$ cat src/rtl/semaforo_sequenciador_if.sv
// Request/lamp bundle between the grant controller side and the lamp sequencer.
// The master drives the time base and grants. The slave drives the lamps and status.
interface semaforo_sequenciador_if;
  logic       tick;
  logic       n_s;
  logic       l_o;
  logic       ns_verde;
  logic       ns_amarelo;
  logic       ns_vermelho;
  logic       lo_verde;
  logic       lo_amarelo;
  logic       lo_vermelho;
  logic [2:0] estado;
  logic       erro;

  modport master (
    output tick, n_s, l_o,
    input  ns_verde, ns_amarelo, ns_vermelho,
    input  lo_verde, lo_amarelo, lo_vermelho,
    input  estado, erro
  );

  modport slave (
    input  tick, n_s, l_o,
    output ns_verde, ns_amarelo, ns_vermelho,
    output lo_verde, lo_amarelo, lo_vermelho,
    output estado, erro
  );
endinterface

$ cat src/rtl/semaforo_sequenciador.sv
// Lamp sequencer: turns direction grants into green -> yellow -> all-red -> opposite green.
// Dwell times are counted in time-base ticks.
module semaforo_sequenciador #(
  parameter int T_VERDE_MIN = 5,
  parameter int T_AMARELO   = 3,
  parameter int T_VERMELHO  = 1,
  parameter int CNT_W       = 8
) (
  input  logic                    clk,
  input  logic                    rst_n,
  semaforo_sequenciador_if.slave  bus
);
  typedef enum logic [2:0] {
    INIT        = 3'd0,
    NS_VERDE    = 3'd1,
    NS_AMARELO  = 3'd2,
    NS_VERMELHO = 3'd3,
    LO_VERDE    = 3'd4,
    LO_AMARELO  = 3'd5,
    LO_VERMELHO = 3'd6
  } state_t;

  localparam logic [CNT_W-1:0] LD_VERDE    = CNT_W'(T_VERDE_MIN);
  localparam logic [CNT_W-1:0] LD_AMARELO  = CNT_W'(T_AMARELO);
  localparam logic [CNT_W-1:0] LD_VERMELHO = CNT_W'(T_VERMELHO);

  state_t           r_state, w_nxt_state, w_tgt_state;
  logic [CNT_W-1:0] r_timer, w_nxt_timer, w_load;
  logic             r_erro;
  logic             w_zero, w_go, w_ns_req, w_lo_req;

  assign w_zero   = (r_timer == '0);
  assign w_ns_req = bus.n_s & ~bus.l_o;
  assign w_lo_req = ~bus.n_s & bus.l_o;

  always_comb begin
    w_tgt_state = r_state;
    w_load      = r_timer;
    w_go        = 1'b0;
    case (r_state)
      INIT: begin
        if (w_ns_req) begin
          w_tgt_state = NS_VERDE;
          w_load      = LD_VERDE;
          w_go        = w_zero;
        end else if (w_lo_req) begin
          w_tgt_state = LO_VERDE;
          w_load      = LD_VERDE;
          w_go        = w_zero;
        end
      end
      NS_VERDE: begin
        w_tgt_state = NS_AMARELO;
        w_load      = LD_AMARELO;
        w_go        = w_zero & w_lo_req;
      end
      NS_AMARELO: begin
        w_tgt_state = NS_VERMELHO;
        w_load      = LD_VERMELHO;
        w_go        = w_zero;
      end
      NS_VERMELHO: begin
        w_tgt_state = LO_VERDE;
        w_load      = LD_VERDE;
        w_go        = w_zero;
      end
      LO_VERDE: begin
        w_tgt_state = LO_AMARELO;
        w_load      = LD_AMARELO;
        w_go        = w_zero & w_ns_req;
      end
      LO_AMARELO: begin
        w_tgt_state = LO_VERMELHO;
        w_load      = LD_VERMELHO;
        w_go        = w_zero;
      end
      LO_VERMELHO: begin
        w_tgt_state = NS_VERDE;
        w_load      = LD_VERDE;
        w_go        = w_zero;
      end
      // Unreachable encoding: recover regardless of the timer.
      default: begin
        w_tgt_state = INIT;
        w_load      = LD_VERMELHO;
        w_go        = 1'b1;
      end
    endcase

    w_nxt_state = r_state;
    w_nxt_timer = r_timer;
    if (w_go) begin
      w_nxt_state = w_tgt_state;
      w_nxt_timer = w_load;
    end else if (bus.tick && !w_zero) begin
      w_nxt_timer = r_timer - CNT_W'(1);
    end
  end

  always_ff @(posedge clk or negedge rst_n) begin
    if (!rst_n) begin
      r_state <= INIT;
      r_timer <= LD_VERMELHO;
      r_erro  <= 1'b0;
    end else begin
      r_state <= w_nxt_state;
      r_timer <= w_nxt_timer;
      r_erro  <= (bus.n_s == bus.l_o);
    end
  end

  // Moore lamp decode. Every state without a green or yellow shows red on both axes.
  always_comb begin
    bus.ns_verde    = (r_state == NS_VERDE);
    bus.ns_amarelo  = (r_state == NS_AMARELO);
    bus.lo_verde    = (r_state == LO_VERDE);
    bus.lo_amarelo  = (r_state == LO_AMARELO);
    bus.ns_vermelho = !(bus.ns_verde || bus.ns_amarelo);
    bus.lo_vermelho = !(bus.lo_verde || bus.lo_amarelo);
    bus.estado      = r_state;
    bus.erro        = r_erro;
  end
endmodule

$ cat src/flat_wrapper.sv
// flat-port wrapper written by rule: the top's interface ports become plain ports
module semaforo_sequenciador_flat 
#(
  parameter int T_VERDE_MIN = 5,
  parameter int T_AMARELO   = 3,
  parameter int T_VERMELHO  = 1,
  parameter int CNT_W       = 8
)
  (clk, rst_n, bus_tick, bus_n_s, bus_l_o, bus_ns_verde, bus_ns_amarelo, bus_ns_vermelho, bus_lo_verde, bus_lo_amarelo, bus_lo_vermelho, bus_estado, bus_erro);
  semaforo_sequenciador_if bus_i ();
  input  logic clk;
  input  logic rst_n;
  input wire logic [$bits(bus_i.tick)-1:0] bus_tick;
  input wire logic [$bits(bus_i.n_s)-1:0] bus_n_s;
  input wire logic [$bits(bus_i.l_o)-1:0] bus_l_o;
  output wire logic [$bits(bus_i.ns_verde)-1:0] bus_ns_verde;
  output wire logic [$bits(bus_i.ns_amarelo)-1:0] bus_ns_amarelo;
  output wire logic [$bits(bus_i.ns_vermelho)-1:0] bus_ns_vermelho;
  output wire logic [$bits(bus_i.lo_verde)-1:0] bus_lo_verde;
  output wire logic [$bits(bus_i.lo_amarelo)-1:0] bus_lo_amarelo;
  output wire logic [$bits(bus_i.lo_vermelho)-1:0] bus_lo_vermelho;
  output wire logic [$bits(bus_i.estado)-1:0] bus_estado;
  output wire logic [$bits(bus_i.erro)-1:0] bus_erro;
  assign bus_i.tick = bus_tick;
  assign bus_i.n_s = bus_n_s;
  assign bus_i.l_o = bus_l_o;
  assign bus_ns_verde = bus_i.ns_verde;
  assign bus_ns_amarelo = bus_i.ns_amarelo;
  assign bus_ns_vermelho = bus_i.ns_vermelho;
  assign bus_lo_verde = bus_i.lo_verde;
  assign bus_lo_amarelo = bus_i.lo_amarelo;
  assign bus_lo_vermelho = bus_i.lo_vermelho;
  assign bus_estado = bus_i.estado;
  assign bus_erro = bus_i.erro;
  semaforo_sequenciador #(.T_VERDE_MIN(T_VERDE_MIN), .T_AMARELO(T_AMARELO), .T_VERMELHO(T_VERMELHO), .CNT_W(CNT_W)) u_core (.clk(clk), .rst_n(rst_n), .bus(bus_i));
endmodule
$ cat config.mk
export PLATFORM = sky130hd
export DESIGN_NAME = semaforo_sequenciador_flat
export DESIGN_NICKNAME = d
export VERILOG_FILES = /design/src/rtl/semaforo_sequenciador_if.sv /design/src/rtl/semaforo_sequenciador.sv /design/src/flat_wrapper.sv
export SDC_FILE = /design/constraint.sdc
export NUM_CORES = 1
export LEC_CHECK = 0
export CAP_MARGIN = 20
export CORE_MARGIN = 3
export CORE_UTILIZATION = 35
export CTS_CLUSTER_SIZE = 20
export DETAILED_ROUTE_END_ITERATION = 12
export PLACE_DENSITY = 0.69
export SKIP_CTS_REPAIR_TIMING = 1
export SLEW_MARGIN = 20
export SYNTH_ARGS = -nofsm -noshare
export SYNTH_HDL_FRONTEND = slang
export SYNTH_SLANG_ARGS = --single-unit
$ cat constraint.sdc
create_clock -name clk -period 2.1 [get_ports clk]
set_clock_uncertainty 0.2 [all_clocks]
set_input_delay 0.21 -clock clk [delete_from_list [all_inputs] [get_ports clk]]
set_output_delay 0.21 -clock clk [all_outputs]
set_load 0.01 [all_outputs]
# Yosys cells after proc, flatten, opt, wreduce, memory -nomap -nowiden
# Cells that the tools add are included.
# word_totals
regBits	12
out_inout_bits	10
# op_classes
n_addsub	1
eq_ne	9
mux	11
bitwise	6
reduce_logical	14
# op_table
op	count
two-way mux 8 bit	4
one-hot mux 8 bit (3 select lines)	1
one-hot mux 3 bit (7 select lines)	1
== test 3 bit (second input constant)	3
logical NOT 8 bit	1
subtractor 8 x 1 -> 8 bit (second input constant)	1
== test 3 x 2 -> 1 bit (second input constant)	2
two-way mux 3 bit	2
AND 1 bit	4
inequality test 4 bit (second input constant)	1
one-hot mux 1 bit (4 select lines)	1
AND reduction 2 bit	2
OR reduction 2 bit	2
OR reduction 4 bit	1
== test 3 x 1 -> 1 bit (second input constant)	1
logical NOT 1 bit	3
logical NOT 3 bit	1
inequality test 3 x 1 -> 1 bit (second input constant)	1
logical OR 1 bit	2
two-way mux 1 bit	2
NOT 1 bit	2
nonzero test 2 bit	1
== test 1 bit	1
logical AND 1 bit	1

# Depth between registers and ports, before layout
# depth
ltp_word	7
depth_mapped	6
mapped_depth_nobuf	6

# Least setup slack after synthesis
# No wires, ideal clock.
# synth_path
path_kind	register to register
start	register u_core.r_timer[0]
end	register u_core.r_timer[5]
setup_ns	0.078
arrival_time_ns	1.817
required_ns	1.822
slack_ns	0.005
path_stages_with_launch	7
path_buffers	0
synth_period_minus_slack_ns	2.095
cell_sequence	dfstp_2 -> inv_1 -> ha_1 -> nor2b_1 -> a211o_2 -> or4_1 -> a21oi_1
# synth_between
elab_chain_len	6
# synth_lines
element	line_no	source
start, declared	semaforo_sequenciador.sv:28	logic [CNT_W-1:0] r_timer, w_nxt_timer, w_load;
start signal, assigned	semaforo_sequenciador.sv:107	r_timer <= w_nxt_timer;
logical NOT 8 bit	semaforo_sequenciador.sv:32	assign w_zero = (r_timer == '0);
two-way mux 1 bit	semaforo_sequenciador.sv:46	end else if (w_lo_req) begin
two-way mux 1 bit	semaforo_sequenciador.sv:42	if (w_ns_req) begin
one-hot mux 1 bit (4 select lines)	semaforo_sequenciador.sv:40	case (r_state)
inequality test 4 bit (no source line) / nonzero test 2 bit (equally long branches)	n/a	
AND reduction 2 bit (no source line)	n/a	
# Parallel ways exist; a longest one is shown, timed or not. The select of a mux whose other input is x is not followed.
# A chain may end at the register's enable or synchronous reset.

# Final worst setup path
# Ends and elaborated chain as after synthesis.

==> out/results.txt <==
Slew Limit Fails -> 0
DRT Wirelength -> 2105 um
Final TNS setup -> 0 ns
Largest net degree at the start of global routing -> 13
Sequential-to-total area share from yosys stat -> 0.3570
Syn Nets -> 99
Clock Sinks -> 12
Final Critical Period -> 2.031 ns
Die W -> 55.12 um
Slew margin rel. -> 0.6323
CTS buffer count -> 3
CORE AREA -> 2255 um2
Iteration-0 DRC count of the detailed router -> 14
Synthesized area -> 844.6 um2
Worst r2r dst -> u_core.r_timer[5]
Warnings, synthesis -> 0
Final #Nets -> 129
Cell Chain, Critical Path -> inv_2, ha_2, nor2b_4, a211o_4, or4_4, a21oi_2
Synth Flop Type -> dfrtp_1
Reg2reg setup slack -> 0.07 ns
Worst EP required -> 2.11 ns
# rows -> 17
Min-Delay Path Class -> in2async
R2R cell count -> 6
Via/cell ratio -> 5.605
Period utilization -> 0.9671
Register bit total from synthesis -> 12
P_leak -> 0.0005006 uW
I/O Buffers -> 14
Die area -> 3038 um2
Gr usage total -> 0.1503
Post-route ant nets -> 0
Max Cap Viol -> 0
# placed instances -> 138
Setup CP Type -> reg2reg
Clk slew on worst S/H paths -> 0.08 ns
Antenna diodes -> 0
Final hold violation count -> 0
Worst Setup End Kind -> register
Final worst slack -> 0.06900 ns
VDD IR max -> 806.9 uV
First-pass GRT wire length -> 3353 um
CTS max path bufs -> 2
Vias -> 824
Routed WL per cell -> 14.32 um
Final setup viols -> 0
Buf/Inv on CP -> 1
Asr flop ratio synth -> 1.000
Mapped Cells -> 90
Largest stage delay, worst path -> 0.54 ns
R2r startpoint -> u_core.r_timer[0]
First-pass iteration count of the detailed router -> 4
Fmax -> 0.4924 GHz
PwrDens -> 1368 nW/um2
Initial antenna violation count -> 0
GPL Wtd Cong -> 0.8437
Worst path top cell family by delay -> simple AND/OR/NAND/NOR gates
H-tree Lvls -> 1
Synthesis-to-finish area growth -> 42.96%
GRT Residual Overflow -> 0
Mean Syn Cell Area -> 9.384 um2
Final std cells w/o fill -> 147
Layout cells sized above 1 -> 0.3445
Vias in the first global route -> 805
Place WS -> -0.08033 ns
Initial Util -> 0.3746
CP Launch Type -> register
CP Max Fanout -> 3
Crit path arrival time -> 2.04 ns
Clk_lat worst skew -> 0.27 ns
Detailed-route DRC error count -> 0
Hold WS -> 0.08592 ns
Synth unique cells -> 44
Slowest CP cell -> dfstp_2
Hpwl dp -> 1520 um
Status -> finished clean
EDFF count, synth -> 0
Root Buffer -> clkbuf_4
Tightest Pin Transition -> 0.5498 ns
CTS tree -> done
Die H -> 55.12 um
Num ports -> 15
## cell usage in the layout, fill, tap and decap left out, types with 2 or more instances in the layout
cell              n
a21oi_1           3
o31ai_1           2
xnor2_1           5
clkdlybuf4s50_1  14
mux2i_1           2
clkbuf_4          3
nand2b_1          3
inv_1             5
nor2_1            8
ha_1              3
o21ai_0           2
nand2_1           4
buf_4            13
nor3b_4           2
o22ai_1           2
dfrtp_1           9
a211oi_1          2
a2111oi_2         2
dfrtp_2           2
## cell usage after synthesis, types with 3 or more instances
| cell type | n | area share |
|---|---|---|
| nand2b_1 | 3 | 0.022 |
| nand2_1 | 4 | 0.018 |
| xnor2_1 | 5 | 0.052 |
| ha_1 | 4 | 0.059 |
| nor2_1 | 8 | 0.036 |
| a21oi_1 | 4 | 0.024 |
| inv_1 | 6 | 0.027 |
| dfrtp_1 | 11 | 0.33 |
## registers in the layout, indices dropped and copies added, names as in the netlist
name,flops
u_core.bus.erro,1
u_core.r_timer,8
u_core.bus.estado,3
## how the worst max path moves through the flow
stage                               startpoint                end  slack [ns]  cells after the start
final                        u_core.r_timer[0]  u_core.r_timer[5]        0.07                      6
after global routing      u_core.bus.estado[1]       bus_ns_verde       -0.02                      3
after CTS                 u_core.bus.estado[2]     bus_ns_amarelo       -0.10                      2
after detailed placement               bus_l_o  u_core.r_timer[5]       -0.08                      7
after global placement                 bus_l_o  u_core.r_timer[2]       -0.06                      7
after floorplan              u_core.r_timer[0]  u_core.r_timer[5]       0.005                      6
## stage by stage
step,power [uW],area (um2),util
2_1_floorplan,954.2,844.6,-
3_3_place_gp,1275,1076,0.4772
3_5_place_dp,1295,1076,0.4772
4_1_cts,1488,1112,0.4933
5_1_grt,1778,1207,0.5355
6_report,1652,1207,0.5355
## where the power goes
part | internal [uW] | switching (uW)
registers | 339 | 164
logic | 527 | 438
clock network | 105 | 78.6
## kinds of logic (layout without fill, tap and decap cells)
| family | count (synthesis) | count (layout) | share of synthesized area |
|---|---|---|---|
| buf+inv | 9 | 38 | 0.04000 |
| mux | 2 | 2 | 0.02370 |
| fa+ha+maj | 5 | 5 | 0.07111 |
| compound gates | 21 | 21 | 0.1807 |
| flops | 12 | 12 | 0.3570 |
| simple gates | 36 | 36 | 0.2756 |
| xor+xnor | 5 | 5 | 0.05185 |
## routing by layer
layer | GRT usage | up-vias | routed length, um
met5 | 0 | - | 0
met4 | 0.04453 | 0 | 29
met3 | 0.03753 | 4 | 104
met2 | 0.2520 | 25 | 1037
met1 | 0.1897 | 402 | 934
li1 | - | 393 | -
## cell type report
cell class	count	area, um2
Sequential cell	12	304.0
Inverter	6	22.52
Clock buffer	4	36.28
Tap cell	28	35.03
Timing Repair Buffer	28	242.7
Fill cell	221	1047
Multi-Input combinational cell	69	566.8
Note: power is estimated with default switching activity, not from simulation.
